--- src/rtl/conv_pkg.sv ---
// Shared types and constants for the conv engine sequencer.
// State enum, pixel/kernel widths, flush length, input depth helper.
package conv_pkg;

  typedef enum logic [2:0] {
    IDLE,
    LOAD_W,
    LOAD_D,
    COMPUTE,
    FLUSH,
    DONE
  } state_e;

  localparam int PIX_W        = 6;
  localparam int KERNEL_W     = 9;
  localparam int FLUSH_CYCLES = 4;

  function automatic int input_depth(
    input int size,
    input int ti,
    input int ch
  );
    return 4 * (ch / ti) * size;
  endfunction

endpackage

--- src/rtl/conv_seq_rd_issue.sv ---
// Burst read issuer: base/length address generator with a 1-cycle return flag.
// Ports: go_i/base_i/len_i start a burst, stall_i pauses issue; rd_en_o/rd_addr_o to SRAM, ret_o/ret_last_o mark returns.
module conv_seq_rd_issue
  import conv_pkg::*;
#(
  parameter int ADDR_W = 12,
  parameter int LEN_W  = 7
) (
  input  logic              clk,
  input  logic              rst,
  input  logic              go_i,
  input  logic [ADDR_W-1:0] base_i,
  input  logic [LEN_W-1:0]  len_i,
  input  logic              stall_i,
  output logic              rd_en_o,
  output logic [ADDR_W-1:0] rd_addr_o,
  output logic              ret_o,
  output logic              ret_last_o
);

  logic [LEN_W-1:0]  pend_q, pend_d, pend_w;
  logic [ADDR_W-1:0] nxt_q, nxt_d, nxt_w;
  logic [ADDR_W-1:0] addr_q, addr_d;
  logic              en_q, en_d;
  logic              last_q, last_d;
  logic              ret_q, ret_last_q;

  // go_i takes effect in the same cycle so the first read
  // lands on the cycle the phase begins.
  always_comb begin
    pend_w = go_i ? len_i : pend_q;
    nxt_w  = go_i ? base_i : nxt_q;
    en_d   = (pend_w != '0) && !stall_i;
    pend_d = pend_w;
    nxt_d  = nxt_w;
    addr_d = addr_q;
    last_d = last_q;
    if (en_d) begin
      addr_d = nxt_w;
      nxt_d  = nxt_w + ADDR_W'(1);
      pend_d = pend_w - LEN_W'(1);
      last_d = (pend_w == LEN_W'(1));
    end
  end

  always_ff @(posedge clk or posedge rst) begin
    if (rst) begin
      pend_q     <= '0;
      nxt_q      <= '0;
      addr_q     <= '0;
      en_q       <= 1'b0;
      last_q     <= 1'b0;
      ret_q      <= 1'b0;
      ret_last_q <= 1'b0;
    end else begin
      pend_q     <= pend_d;
      nxt_q      <= nxt_d;
      addr_q     <= addr_d;
      en_q       <= en_d;
      last_q     <= last_d;
      ret_q      <= en_q;
      ret_last_q <= en_q & last_q;
    end
  end

  assign rd_en_o    = en_q;
  assign rd_addr_o  = addr_q;
  assign ret_o      = ret_q;
  assign ret_last_o = ret_last_q;

endmodule

--- src/rtl/conv_seq_ctrl.sv ---
// Job sequencer for the ternary 3x3 conv engine: load weights, load data, compute, flush, done.
// Ports: host start/bases/compute_cycles, busy/done/out_count; SRAM rd_*; engine weight/data/compute. Macro CONV_SEQ_CTRL_HOLD_EN adds hold.
module conv_seq_ctrl
  import conv_pkg::*;
#(
  parameter int INPUT_SIZE    = 16,
  parameter int TI            = 3,
  parameter int INPUT_CHANNEL = 3,
  parameter int ADDR_W        = 12,
  parameter int CNT_W         = 16
) (
  input  logic                clk,
  input  logic                rst,
  input  logic                start,
  input  logic [ADDR_W-1:0]   w_base,
  input  logic [ADDR_W-1:0]   d_base,
  input  logic [CNT_W-1:0]    compute_cycles,
  output logic                busy,
  output logic                done,
  output logic [CNT_W-1:0]    out_count,
  output logic                rd_en,
  output logic [ADDR_W-1:0]   rd_addr,
  input  logic [6*TI-1:0]     rd_data,
  output logic [KERNEL_W-1:0] weight_in,
  output logic                buffer_weight_fire,
  output logic [6*TI-1:0]     data_in,
  output logic                buffer_data_fire,
  output logic                compute_fire,
`ifdef CONV_SEQ_CTRL_HOLD_EN
  input  logic                hold,
`endif
  input  logic                compute_done
);

  localparam int DEPTH = input_depth(INPUT_SIZE, TI, INPUT_CHANNEL);
  localparam int LEN_W = $clog2(DEPTH + TI + 1);
  localparam int FL_W  = $clog2(FLUSH_CYCLES);
  localparam int DW    = PIX_W * TI;

  state_e            state_q, state_d;
  logic              busy_q, busy_d;
  logic              done_q, done_d;
  logic [CNT_W-1:0]  oc_q, oc_d;
  logic [ADDR_W-1:0] dbase_q, dbase_d;
  logic [CNT_W-1:0]  cnt_q, cnt_d, rem;
  logic [FL_W-1:0]   fl_q, fl_d;
  logic [KERNEL_W-1:0] wt_q, wt_d;
  logic              wf_q, wf_d;
  logic [DW-1:0]     dat_q, dat_d;
  logic              df_q, df_d;
  logic              cf_q, cf_d;

  logic              go;
  logic [ADDR_W-1:0] go_base;
  logic [LEN_W-1:0]  go_len;
  logic              stall;
  logic              ret, ret_last;
  logic              hold_w;

`ifdef CONV_SEQ_CTRL_HOLD_EN
  assign hold_w = hold;
`else
  assign hold_w = 1'b0;
`endif

  assign stall = hold_w && (state_q == LOAD_D);

  conv_seq_rd_issue #(
    .ADDR_W (ADDR_W),
    .LEN_W  (LEN_W)
  ) u_issue (
    .clk        (clk),
    .rst        (rst),
    .go_i       (go),
    .base_i     (go_base),
    .len_i      (go_len),
    .stall_i    (stall),
    .rd_en_o    (rd_en),
    .rd_addr_o  (rd_addr),
    .ret_o      (ret),
    .ret_last_o (ret_last)
  );

  always_comb begin
    state_d = state_q;
    busy_d  = busy_q;
    done_d  = 1'b0;
    dbase_d = dbase_q;
    cnt_d   = cnt_q;
    fl_d    = fl_q;
    cf_d    = 1'b0;
    go      = 1'b0;
    go_base = '0;
    go_len  = '0;
    rem     = cnt_q - CNT_W'(cf_q);
    wf_d    = ret && (state_q == LOAD_W);
    df_d    = ret && (state_q == LOAD_D);
    wt_d    = wf_d ? rd_data[KERNEL_W-1:0] : wt_q;
    dat_d   = df_d ? rd_data : dat_q;
    oc_d    = oc_q;
    if (state_q != IDLE && compute_done && !(&oc_q))
      oc_d = oc_q + CNT_W'(1);
    unique case (state_q)
      IDLE: begin
        if (start) begin
          state_d = LOAD_W;
          busy_d  = 1'b1;
          oc_d    = '0;
          dbase_d = d_base;
          cnt_d   = (compute_cycles == '0) ?
                    CNT_W'(1) : compute_cycles;
          go      = 1'b1;
          go_base = w_base;
          go_len  = LEN_W'(TI);
        end
      end
      LOAD_W: begin
        if (ret_last) begin
          state_d = LOAD_D;
          go      = 1'b1;
          go_base = dbase_q;
          go_len  = LEN_W'(DEPTH);
        end
      end
      LOAD_D: begin
        if (ret_last) begin
          state_d = COMPUTE;
          cf_d    = !hold_w;
        end
      end
      COMPUTE: begin
        // cnt_q counts fire cycles still owed, including this one.
        if (rem == '0) begin
          state_d = FLUSH;
          fl_d    = '0;
        end else begin
          cnt_d = rem;
          cf_d  = !hold_w;
        end
      end
      FLUSH: begin
        if (fl_q == FL_W'(FLUSH_CYCLES - 1)) begin
          state_d = DONE;
          done_d  = 1'b1;
          busy_d  = 1'b0;
        end else begin
          fl_d = fl_q + FL_W'(1);
        end
      end
      DONE: begin
        state_d = IDLE;
      end
      default: begin
        state_d = IDLE;
        busy_d  = 1'b0;
      end
    endcase
  end

  always_ff @(posedge clk or posedge rst) begin
    if (rst) begin
      state_q <= IDLE;
      busy_q  <= 1'b0;
      done_q  <= 1'b0;
      oc_q    <= '0;
      dbase_q <= '0;
      cnt_q   <= '0;
      fl_q    <= '0;
      wt_q    <= '0;
      wf_q    <= 1'b0;
      dat_q   <= '0;
      df_q    <= 1'b0;
      cf_q    <= 1'b0;
    end else begin
      state_q <= state_d;
      busy_q  <= busy_d;
      done_q  <= done_d;
      oc_q    <= oc_d;
      dbase_q <= dbase_d;
      cnt_q   <= cnt_d;
      fl_q    <= fl_d;
      wt_q    <= wt_d;
      wf_q    <= wf_d;
      dat_q   <= dat_d;
      df_q    <= df_d;
      cf_q    <= cf_d;
    end
  end

  assign busy               = busy_q;
  assign done               = done_q;
  assign out_count          = oc_q;
  assign weight_in          = wt_q;
  assign buffer_weight_fire = wf_q;
  assign data_in            = dat_q;
  assign buffer_data_fire   = df_q;
  assign compute_fire       = cf_q;

endmodule

--- config.mk ---
export PLATFORM = sky130hd
export DESIGN_NAME = conv_seq_ctrl
export DESIGN_NICKNAME = d
export VERILOG_FILES = /design/src/rtl/conv_pkg.sv /design/src/rtl/conv_seq_rd_issue.sv /design/src/rtl/conv_seq_ctrl.sv
export SDC_FILE = /design/constraint.sdc
export NUM_CORES = 1
export LEC_CHECK = 0
export ABC_AREA = 1
export BUFFER_PORTS_ARGS = -buffer_cell sky130_fd_sc_hd__buf_2
export CORE_MARGIN = 2
export CORE_UTILIZATION = 45
export DETAILED_ROUTE_END_ITERATION = 8
export PLACE_DENSITY_LB_ADDON = 0.05
export RECOVER_POWER = 25
export SLEW_MARGIN = 10
export SYNTH_ARGS = -nofsm -noshare
export SYNTH_HDL_FRONTEND = slang
export SYNTH_SLANG_ARGS = --single-unit
--- constraint.sdc ---
create_clock -name clk -period 8.3 [get_ports clk]
set_input_delay 0.415 -clock clk [delete_from_list [all_inputs] [get_ports clk]]
set_output_delay 0.415 -clock clk [all_outputs]
set_load 0.1 [all_outputs]
==> results.md <==
Run status:
- The run finished, with violations left.
- The final reports fail on max-capacitance violations, max-slew violations.

Floorplan:
- From bottom edge to top edge, the die measures 120 µm.
- The die covers 14500 µm².
- After floorplanning, the core was divided into 42 placement rows.
- The floorplan die width is 120 µm.
- The I/O pin count is 123.
- The core area is 13200 µm².
- Once the floorplan was initialized, standard cells occupied 46.0% of the core.

Drt:
- The number of vias per cell is 4.96.
- The wire length after detailed routing is 14.7 mm.
- Detailed routing inserted a total of 5519 vias.
- After the first detailed-routing iteration, the DRC count stood at 411.
- The detail route stage leaves a number of antenna-violating nets equal to 0.
- The average wire per cell in the routed design is 13.3 µm.
- The first-pass iteration count of the detailed router is 5.
- The remaining routing DRC violations is 0.

STA:
- The clock arrives with 0.00912 ns of skew.
- After layout, the minimum clock period comes to 3.07 ns.
- The final worst-path cycle share is 37.0%.
- The max-slew violation count is 47.
- The count of endpoints failing hold in the final timing report is 0.
- Setup repair after global routing left no endpoint under its margin.
- The worst-case headroom to the max-slew limit is -37.2%.
- Summed over all failing endpoints, the final setup total negative slack is 0 ns.
- Static timing analysis puts the maximum clock frequency at 0.325 GHz.
- Setup violations remaining at the end of the flow were counted as 0.
- The transition at the pin with the smallest max-transition slack is 2.05 ns.

Synthesis:
- sky130_fd_sc_hd__nand2_1 is the most common cell in the netlist.
- The prevailing post-synth register cell is sky130_fd_sc_hd__dfrtp_1.
- The proportion of synthesized flip-flops having asynchronous set or reset is 100%.
- Counting every instance in the synthesized netlist gives 802.
- The post-synthesis cell type with the largest combined area is sky130_fd_sc_hd__dfrtp_1.
- The cell area that synthesis handed to floorplanning was 6090 µm².
- The synthesized area divided by synthesized cell count is 7.59 µm².
- The fraction of post-synthesis cell area in the top cell type by area is 47.7%.
- The number of nets in the synthesized netlist is 871.
- The total number of yosys warnings is 0.
- After synthesis, flip-flops and latches occupy 47.7% of the total area.
- Synthesis inferred 116 register bits.
- By area the synthesized netlist is led by sky130_fd_sc_hd__dfrtp_1 48%, sky130_fd_sc_hd__nand2_1 16%, sky130_fd_sc_hd__inv_1 6.2%.
- The unique cell type count in the Yosys netlist is 44.
- Sorting the synthesized cells by how often they occur yields 262 x sky130_fd_sc_hd__nand2_1, 116 x sky130_fd_sc_hd__dfrtp_1, 101 x sky130_fd_sc_hd__inv_1, 74 x sky130_fd_sc_hd__nor2_1, 73 x sky130_fd_sc_hd__o21ai_0.
- The synthesized design contains 0 enable-type register cells.

Clock network:
- The clock tree synthesis step divided the H-tree into 4 levels.
- The tree is rooted in a sky130_fd_sc_hd__clkbuf_16.
- The clock passes through at most 2 buffers.
- The TritonCTS clock tree is done.
- The clock-pin slew reported for the worst setup and hold paths after clock tree synthesis is 0.05 ns.
- The number of hold buffers added after CTS is 0.
- The clock latency reported for the late side of the worst-skew pair is 0.41 ns.
- The number of sinks driven by the clock tree is 116.
- The number of setup buffers added after CTS is 0.
- The number of gates resized after CTS is 0.
- The number of buffers created by CTS is 17.

Global route:
- The maximum number of pins on one net before global-route repair is 72.
- Global routing consumed, over all layers together, 21.3% of the routing resources.
- The number of global-route vias before repair is 5279.
- Summed over all layers, the global routing overflow is 0.
- The first global-routing pass estimated 24.7 mm of wire.
- The number of antenna violations at the first check in global routing was 0.

Worst setup path:
- The critical path arrival is 3.37 ns.
- The highest-delay cell along the critical path is sky130_fd_sc_hd__nor2_4.
- The critical path endpoint category is a flip-flop.
- The worst setup path is of the reg -> reg kind.
- In this design, the critical path's most frequently occurring cell is sky130_fd_sc_hd__inv_1.
- The top fanout value on the critical path is 36.
- Traced cell by cell, the critical path runs through inv_1 -> nand3_1 -> nor2_4 -> o21ai_0 -> inv_1 -> nand2_2 -> nor2_4 -> inv_2 -> nand2_1 -> xor2_1 -> inv_1.
- The kind of launch point of the worst setup path is a flip-flop.
- On the worst path, the slowest cell contributes a delay of 0.60 ns.
- The required time of the critical path is 8.60 ns.

Placement:
- During placement, the flow inserted port buffers numbering 122.
- Routability-driven placement finished with a final weighted congestion of 0.856.
- The final HPWL from detailed placement is 10.6 mm.

Finish:
- The repair_antennas step left the layout with diodes totalling 0.
- The area added between synthesis and finish is 21.0%.
- The layout net count is 993.
- Cells with a size suffix above 1 make up 16.6% of the layout.

Run:
- The number of max-capacitance violations reported is 1.

Worst hold path:
- The tightest min-delay check is of the in -> reg type.
-- cell usage in the layout, fill, tap and decap left out, types with 2 or more instances in the layout --
master	synthesis	layout
sky130_fd_sc_hd__buf_4	3	2
sky130_fd_sc_hd__nor2_2	5	5
sky130_fd_sc_hd__nand2_2	11	11
sky130_fd_sc_hd__nor2_1	74	74
sky130_fd_sc_hd__bufinv_16	0	3
sky130_fd_sc_hd__ha_1	7	7
sky130_fd_sc_hd__nor2_4	3	3
sky130_fd_sc_hd__a21oi_1	11	11
sky130_fd_sc_hd__dfrtp_1	116	116
sky130_fd_sc_hd__a211oi_1	2	2
sky130_fd_sc_hd__nand4_1	9	9
sky130_fd_sc_hd__nand2_8	2	2
sky130_fd_sc_hd__inv_2	3	2
sky130_fd_sc_hd__clkbuf_1	10	32
sky130_fd_sc_hd__clkbuf_8	0	3
sky130_fd_sc_hd__xor2_1	10	10
sky130_fd_sc_hd__inv_1	101	101
sky130_fd_sc_hd__clkinv_1	2	2
sky130_fd_sc_hd__o21ai_1	4	4
sky130_fd_sc_hd__nand3_1	47	47
sky130_fd_sc_hd__nor3_1	4	4
sky130_fd_sc_hd__clkbuf_16	0	17
sky130_fd_sc_hd__xnor2_1	5	5
sky130_fd_sc_hd__nor4_1	4	4
sky130_fd_sc_hd__nand3b_1	2	2
sky130_fd_sc_hd__a31oi_1	8	8
sky130_fd_sc_hd__nand2_1	262	262
sky130_fd_sc_hd__buf_2	3	97
sky130_fd_sc_hd__o21ai_0	73	73
-- sequential cells by signal, indices dropped and copies added, names as in the netlist, 2 cells and up --
register / cells
data_in: 18
cnt_q: 16
out_count: 16
dbase_q: 12
u_issue.nxt_q: 12
u_issue.rd_addr_o: 12
weight_in: 9
u_issue.pend_q: 7
state_q: 3
fl_q: 2
-- worst max-delay path, delay by kind of cell (launching register included) --
kind                   cells  cell delay (ns)
AND/OR/NAND/NOR            5             1.55
buffers and inverters      4             0.58
flip-flops                 1             0.46
AO/OA/AOI/OAI              1             0.22
XOR/XNOR                   1             0.14
-- cell type report --
cell class                 instances  area [µm²]
timing repair buffer             124         594
multi-input combinational        558        2660
clock inverter                     4        95.1
clock buffer                      27         493
tap                              176         220
sequential                       116        2900
inverter                         107         405
fill                            1308        5870
-- worst paths after layout --
check | startpoint | to | slack [ns] | cells after the start
max | state_q[0]$_DFFE_PP0P_ | u_issue.nxt_q[3]$_DFF_PP0_ | 5.23 | 11
min | rd_data[15] | data_in[15]$_DFFE_PP0P_ | 0.21 | 3
max reg2reg | state_q[0]$_DFFE_PP0P_ | u_issue.nxt_q[3]$_DFF_PP0_ | 5.23 | 11
min reg2reg | u_issue.rd_en_o$_DFF_PP0_ | u_issue.ret_o$_DFF_PP0_ | 0.44 | 0
max in group asynchronous | rst | fl_q[1]$_DFFE_PP0P_ | 6.11 | 3
min in group asynchronous | rst | data_in[12]$_DFFE_PP0P_ | 0.51 | 2
-- per-layer routing --
metal,vias to the layer above,global-route usage [%],routed length [µm]
li1,2781,-,-
met1,2558,27.0,6590
met2,153,34.9,7050
met3,27,5.33,738
met4,0,8.58,360
met5,-,0,0
-- cells by family after synthesis --
group,after synthesis,share of synthesized area [%]
fa+ha+maj,7,1.44
simple gates,429,30.6
compound gates,107,9.49
flops,116,47.7
xor+xnor,15,2.16
buf+inv,128,8.67
-- per-stage QoR --
step | setup WS, ns | cells | hold WS (ns) | area (µm²) | util (%)
floorplan | 4.81 | 802 | 0.433 | 6090 | -
detailed placement | 5.21 | 1081 | 0.418 | 6820 | 51.5
CTS | 5.20 | 1112 | 0.0827 | 7400 | 55.9
global placement | 5.30 | 1081 | 0.417 | 6820 | 51.5
global route | 4.85 | 1112 | 0.197 | 7370 | 55.7
finish | 5.23 | 1112 | 0.210 | 7370 | 55.7
Power is left out: the tool's default activity adds up to more than one toggle a clock period on the data nets, which glitch-free logic cannot reach.
